$ cat src/rtl/crg_result_reader.sv
// Reads result words from the CRG result RAM and streams them MSB byte first to the UART TX path.
// Define CRG_READER_CKSUM_EN to append an XOR checksum byte after each word.
module crg_result_reader #(
  parameter int DATA_W = 768,
  parameter int ADDR_W = 8,
  parameter int CNT_W  = 9
) (
  input  logic              clk,
  input  logic              rst_n,
  input  logic              start_i,
  input  logic [ADDR_W-1:0] base_addr_i,
  input  logic [CNT_W-1:0]  word_cnt_i,
  output logic              ram_req_o,
  input  logic              ram_gnt_i,
  output logic [ADDR_W-1:0] ram_addr_o,
  input  logic [DATA_W-1:0] ram_rdata_i,
  output logic [7:0]        tx_data_o,
  output logic              tx_valid_o,
  input  logic              tx_ready_i,
  output logic              busy_o,
  output logic              done_o
);

  // state | meaning
  // IDLE  | waiting for start_i
  // REQ   | read request held until granted
  // WAIT  | RAM data arrives, loaded into the shift register
  // SHIFT | presenting data bytes to the UART
  // CKSUM | presenting the per-word XOR byte (optional)
  // DONE  | one-cycle completion pulse
  localparam logic [2:0] ST_IDLE  = 3'd0;
  localparam logic [2:0] ST_REQ   = 3'd1;
  localparam logic [2:0] ST_WAIT  = 3'd2;
  localparam logic [2:0] ST_SHIFT = 3'd3;
  localparam logic [2:0] ST_DONE  = 3'd5;
`ifdef CRG_READER_CKSUM_EN
  localparam logic [2:0] ST_CKSUM = 3'd4;
`endif

  localparam int NBYTES = DATA_W / 8;
  localparam int BC_W   = $clog2(NBYTES + 1);

  logic [2:0]        state_q, state_d;
  logic [ADDR_W-1:0] addr_q, addr_d;
  logic [CNT_W-1:0]  words_q, words_d;
  logic [BC_W-1:0]   bcnt_q, bcnt_d;
  logic [DATA_W-1:0] shreg_q, shreg_d;
  logic [7:0]        tx_data_q, tx_data_d;
  logic              ram_req_q, tx_valid_q, busy_q, done_q;
  logic              tx_valid_d;
  logic              hs;
  logic              word_end;
`ifdef CRG_READER_CKSUM_EN
  logic [7:0]        acc_q, acc_d;
`endif

  assign hs = tx_valid_q && tx_ready_i;

  always_comb begin
    state_d   = state_q;
    addr_d    = addr_q;
    words_d   = words_q;
    bcnt_d    = bcnt_q;
    shreg_d   = shreg_q;
    tx_data_d = tx_data_q;
    word_end  = 1'b0;
`ifdef CRG_READER_CKSUM_EN
    acc_d     = acc_q;
`endif
    case (state_q)
      ST_IDLE: begin
        if (start_i) begin
          addr_d  = base_addr_i;
          words_d = word_cnt_i;
          state_d = (word_cnt_i == '0) ? ST_DONE : ST_REQ;
        end
      end
      ST_REQ: begin
        if (ram_gnt_i) state_d = ST_WAIT;
      end
      ST_WAIT: begin
        shreg_d   = ram_rdata_i;
        tx_data_d = ram_rdata_i[DATA_W-1 -: 8];
        bcnt_d    = BC_W'(NBYTES - 1);
`ifdef CRG_READER_CKSUM_EN
        acc_d     = 8'h00;
`endif
        state_d   = ST_SHIFT;
      end
      ST_SHIFT: begin
        if (hs) begin
          shreg_d   = shreg_q << 8;
          tx_data_d = shreg_d[DATA_W-1 -: 8];
          bcnt_d    = bcnt_q - BC_W'(1);
`ifdef CRG_READER_CKSUM_EN
          acc_d     = acc_q ^ tx_data_q;
          if (bcnt_q == '0) begin
            tx_data_d = acc_q ^ tx_data_q;
            state_d   = ST_CKSUM;
          end
`else
          if (bcnt_q == '0) word_end = 1'b1;
`endif
        end
      end
`ifdef CRG_READER_CKSUM_EN
      ST_CKSUM: begin
        if (hs) word_end = 1'b1;
      end
`endif
      ST_DONE: begin
        state_d = ST_IDLE;
      end
      default: begin
        state_d = ST_IDLE;
      end
    endcase

    // Word finished: fetch the next address or wrap up the transfer.
    if (word_end) begin
      if (words_q == CNT_W'(1)) begin
        state_d = ST_DONE;
      end else begin
        words_d = words_q - CNT_W'(1);
        addr_d  = addr_q + ADDR_W'(1);
        state_d = ST_REQ;
      end
    end
  end

  always_comb begin
    tx_valid_d = (state_d == ST_SHIFT);
`ifdef CRG_READER_CKSUM_EN
    if (state_d == ST_CKSUM) tx_valid_d = 1'b1;
`endif
  end

  always_ff @(posedge clk) begin
    if (!rst_n) begin
      state_q    <= ST_IDLE;
      addr_q     <= '0;
      words_q    <= '0;
      bcnt_q     <= '0;
      shreg_q    <= '0;
      tx_data_q  <= 8'h00;
      ram_req_q  <= 1'b0;
      tx_valid_q <= 1'b0;
      busy_q     <= 1'b0;
      done_q     <= 1'b0;
`ifdef CRG_READER_CKSUM_EN
      acc_q      <= 8'h00;
`endif
    end else begin
      state_q    <= state_d;
      addr_q     <= addr_d;
      words_q    <= words_d;
      bcnt_q     <= bcnt_d;
      shreg_q    <= shreg_d;
      tx_data_q  <= tx_data_d;
      ram_req_q  <= (state_d == ST_REQ);
      tx_valid_q <= tx_valid_d;
      busy_q     <= (state_d != ST_IDLE);
      done_q     <= (state_d == ST_DONE);
`ifdef CRG_READER_CKSUM_EN
      acc_q      <= acc_d;
`endif
    end
  end

  assign ram_req_o  = ram_req_q;
  assign ram_addr_o = addr_q;
  assign tx_data_o  = tx_data_q;
  assign tx_valid_o = tx_valid_q;
  assign busy_o     = busy_q;
  assign done_o     = done_q;

endmodule

$ cat config.mk
export PLATFORM = sky130hd
export DESIGN_NAME = crg_result_reader
export DESIGN_NICKNAME = d
export VERILOG_FILES = /design/src/rtl/crg_result_reader.sv
export SDC_FILE = /design/constraint.sdc
export NUM_CORES = 2
export LEC_CHECK = 0
export CAP_MARGIN = 20
export CELL_PAD_IN_SITES_DETAIL_PLACEMENT = 0
export CELL_PAD_IN_SITES_GLOBAL_PLACEMENT = 1
export CORE_AREA = 2 2 313 315
export CTS_BUF_LIST = sky130_fd_sc_hd__clkbuf_8
export CTS_CLUSTER_SIZE = 30
export DETAILED_ROUTE_END_ITERATION = 16
export DIE_AREA = 0 0 315 317
export DONT_BUFFER_PORTS = 1
export PLACE_DENSITY = 0.67
export SYNTH_ARGS = -nofsm -noshare
export SYNTH_HDL_FRONTEND = slang
export SYNTH_SLANG_ARGS = --single-unit
export TNS_END_PERCENT = 100
$ cat constraint.sdc
create_clock -name clk -period 2.7 [get_ports clk]
set_clock_uncertainty 0.15 [all_clocks]
set_input_delay 0.81 -clock clk [delete_from_list [all_inputs] [get_ports clk]]
set_output_delay 0.81 -clock clk [all_outputs]
set_load 0.005 [all_outputs]
==> run summary <==
worst reg2reg setup slack - 200 ps
Achievable Freq - 399.6 MHz
worst min-delay path class - in -> reg
CP Class - reg -> reg
Mapped Area - 34,010 um^2
Syn Nets - 5,250
# nets final - 5,845
post-synthesis compound-gate area fraction - 20.74%
Internal Power - 20.59 mW
Non-Filler Instances - 6,479
Worst R2R Start - state_q[0]
Clk Latency, worst-skew pair - 830 ps
Global Route Usage Sum - 24.00%
I/O pin count - 810
vias per cell - 5.324
clock buffer depth - 3
starting density of the core - 35.32%
Syn Inst Count - 4,455
Setup TNS - 0 ps
CTS Buf Count - 146
CP cell instances - nand3b_1, or4_4, buf_4, nor4_4, a21oi_1, a21oi_1
reg2reg path depth - 6
Required @ worst endpoint - 3280 ps
run status - complete, no violations
DRT iter0 DRCs - 2,583
RSZ-0062 raised after global routing - false
Sw Pwr - 7.897 mW
Synth async-reset ratio - 0%
power per cell area - 616.8 nW/um^2
combinational power share - 14.0%
dpl cells - 5,437
most frequent cells in the layout - nand2_1 (1,541), dfxtp_1 (799), nor2_1 (786)
CTS tree - built
min cycle time layout - 2502 ps
share of layout cells above drive strength 1 - 6.682%
CTS hold repair buffers - 741
worst-path maximum fanout - 9
Min-Delay Path Depth - 2
CP max-delay cell - or4_4
Top Family by Delay on Critical Path - simple AND/OR/NAND/NOR gates
CP most frequent cell - a21oi_1
Setup-failing EPs final - 0
Clock power frac - 39.9%
chip height - 317 um
wire length of the first global-routing pass - 189.5 mm
total die area - 99,860 um^2
synthesized area per cell - 7.634 um^2
Area growth syn-to-layout - 35.79%
hpwl dp - 88.23 mm
simple-gate portion of the synthesized area - 26.73%
pin count of the biggest net entering global routing - 103
Critical Path Source Type - flip-flop
ANT nets after route - 0
CTS Sinks - 799
final hold viol count - 0
dominant synthesized flop cell - dfxtp_1
CORE AREA - 96,280 um^2
Fin Hold WS - 68.83 ps
post-synthesis adder-cell area fraction - 0.1840%
wire per inst - 19.49 um
ratio of final minimum period to clock period - 92.68%
EDFF count, synth - 0
Min-Delay Endpoint - shreg_q[198]
flops & latches, synth - 799
mux contribution to synthesized area - 0.09566%
die width - 315 um
vias in the first global route - 33,137
Leak - 16.84 nW
router iterations before antenna repair - 5
CTS H-tree depth - 4
Placed Instance Area - 35,810 um^2
Worst-Margin Slew - 790.8 ps
Worst slew margin - 47.09%
most common cell after layout, fill and taps aside - nand2_1
RR Endpoint - ram_addr_o[3]
clk root buf - clkbuf_8
slowest stage delay, CP - 690 ps
initial antenna violation count - 41
design area - 46,180 um^2
Vias - 34,496
Seq pwr share - 46.2%
DRC violations left - 0
Final Max Tran Viols - 0
Critical path buffers and inverters - 1
sw frac - 27.73%
Routed Wire Length - 126.3 mm
post-CTS setup buffers - 0
CP endpoint kind - flip-flop
Synth cell types - 44
row count - 114
Arr. time, crit path - 3080 ps
HP Start - ram_rdata_i[198]
register area share after synthesis - 47.03%
Clock Pin Slew Worst Setup and Hold Paths - 60 ps
CTS-repair resized insts - 0
main combinational cell family by area after synthesis - simple AND/OR/NAND/NOR gates
YS warnings - 0
PortBufs - 0
Worst VDD drop - 424.4 uV
max-cap viol count - 0
total gr overflow - 0
Final Wtd Congestion - 0.8693
post-synthesis xor/xnor area fraction - 0.1030%
worst register-to-register path: cells and delay by family, from the launching register on:
| kind | cells | cell delay [ps] |
|---|---|---|
| flip-flops | 1 | 490 |
| buffers and inverters | 1 | 200 |
| AND/OR/NAND/NOR | 3 | 1380 |
| AO/OA/AOI/OAI | 2 | 190 |
power groups by stage:
| stage | Combinational, mW | Clock (mW) | Sequential (mW) |
|---|---|---|---|
| finish | 3.97 | 11.4 | 13.2 |
| CTS | 3.97 | 11.6 | 13.1 |
| global placement | 2.97 | 0 | 13.4 |
| global route | 4.39 | 12.2 | 13.2 |
| floorplan | 2.20 | 0 | 13.2 |
| detailed placement | 3.01 | 0 | 13.4 |
metrics by stage:
step,utilization (%),worst slack [ps],power [mW]
floorplan,-,368.5,15.42
finish,47.96,197.6,28.48
global route,47.94,101.2,29.84
CTS,47.86,232.5,28.75
global placement,37.19,200.3,16.35
detailed placement,37.19,133.6,16.41
sequential cells by signal, indices dropped and copies added (netlist names):
register / count
done_o: 1
state_q: 3
tx_valid_o: 1
tx_data_o: 8
ram_req_o: 1
busy_o: 1
shreg_q: 760
ram_addr_o: 8
bcnt_q: 7
words_q: 9
how the worst max path moves through the flow:
| stage | startpoint | end | slack, ps | cells after the start |
|---|---|---|---|---|
| 2_1_floorplan | tx_ready_i | shreg_q[502] | 370 | 6 |
| 3_3_place_gp | tx_ready_i | ram_addr_o[3] | 200 | 6 |
| 3_5_place_dp | tx_ready_i | shreg_q[594] | 130 | 7 |
| 4_1_cts | state_q[0] | ram_addr_o[3] | 230 | 6 |
| 5_1_grt | state_q[0] | ram_addr_o[3] | 100 | 6 |
| 6_report | state_q[0] | ram_addr_o[3] | 200 | 6 |
routing by layer:
metal	global-route usage, %	up-vias	share of wire (%)
li1	-	16812	-
met1	29.49	16308	42
met2	41.73	1150	50
met3	5.589	208	6.2
met4	6.948	18	1.9
met5	0	-	0.089
kinds of logic after synthesis:
group | Yosys count
AOI/OAI and AO/OA | 821
xor gates and xnor gates | 4
adders and majority gates | 5
buffers and inverters | 441
DFF | 799
muxes | 3
and+or+nand+nor | 2382
final cells by class:
cell class | count | area, um^2
inverters | 8 | 37.54
clock buffers | 176 | 2422
clock inverters | 85 | 430.4
diodes | 40 | 100.1
flip-flops and latches | 799 | 16000
well taps | 1276 | 1597
multi-input cells | 3215 | 16300
fillers | 9387 | 50100
repair buffers | 880 | 9299
cells in the mapped netlist (2+ instances only):
library cell,n,area (um^2)
a21o_1,2,15.01
a21oi_1,22,110.1
a221oi_1,3,26.28
a22oi_1,10,75.07
a311oi_1,761,6665
a31oi_1,4,25.02
a32oi_1,3,26.28
and2_1,4,25.02
and3_1,7,43.79
buf_1,25,93.84
buf_2,62,310.3
clkbuf_1,345,1295
dfxtp_1,799,16000
ha_1,5,62.56
inv_1,7,26.28
mux2_2,2,22.52
nand2_1,1541,5784
nand2b_1,4,25.02
nand3_1,10,50.05
nor2_1,787,2954
nor3_1,13,65.06
nor4_1,5,31.28
nor4b_1,2,17.52
o211ai_1,2,15.01
o21ai_0,8,40.04
or4_4,2,22.52
xnor2_1,2,17.52
xor2_1,2,17.52
Note: power is estimated with default switching activity, not from simulation.
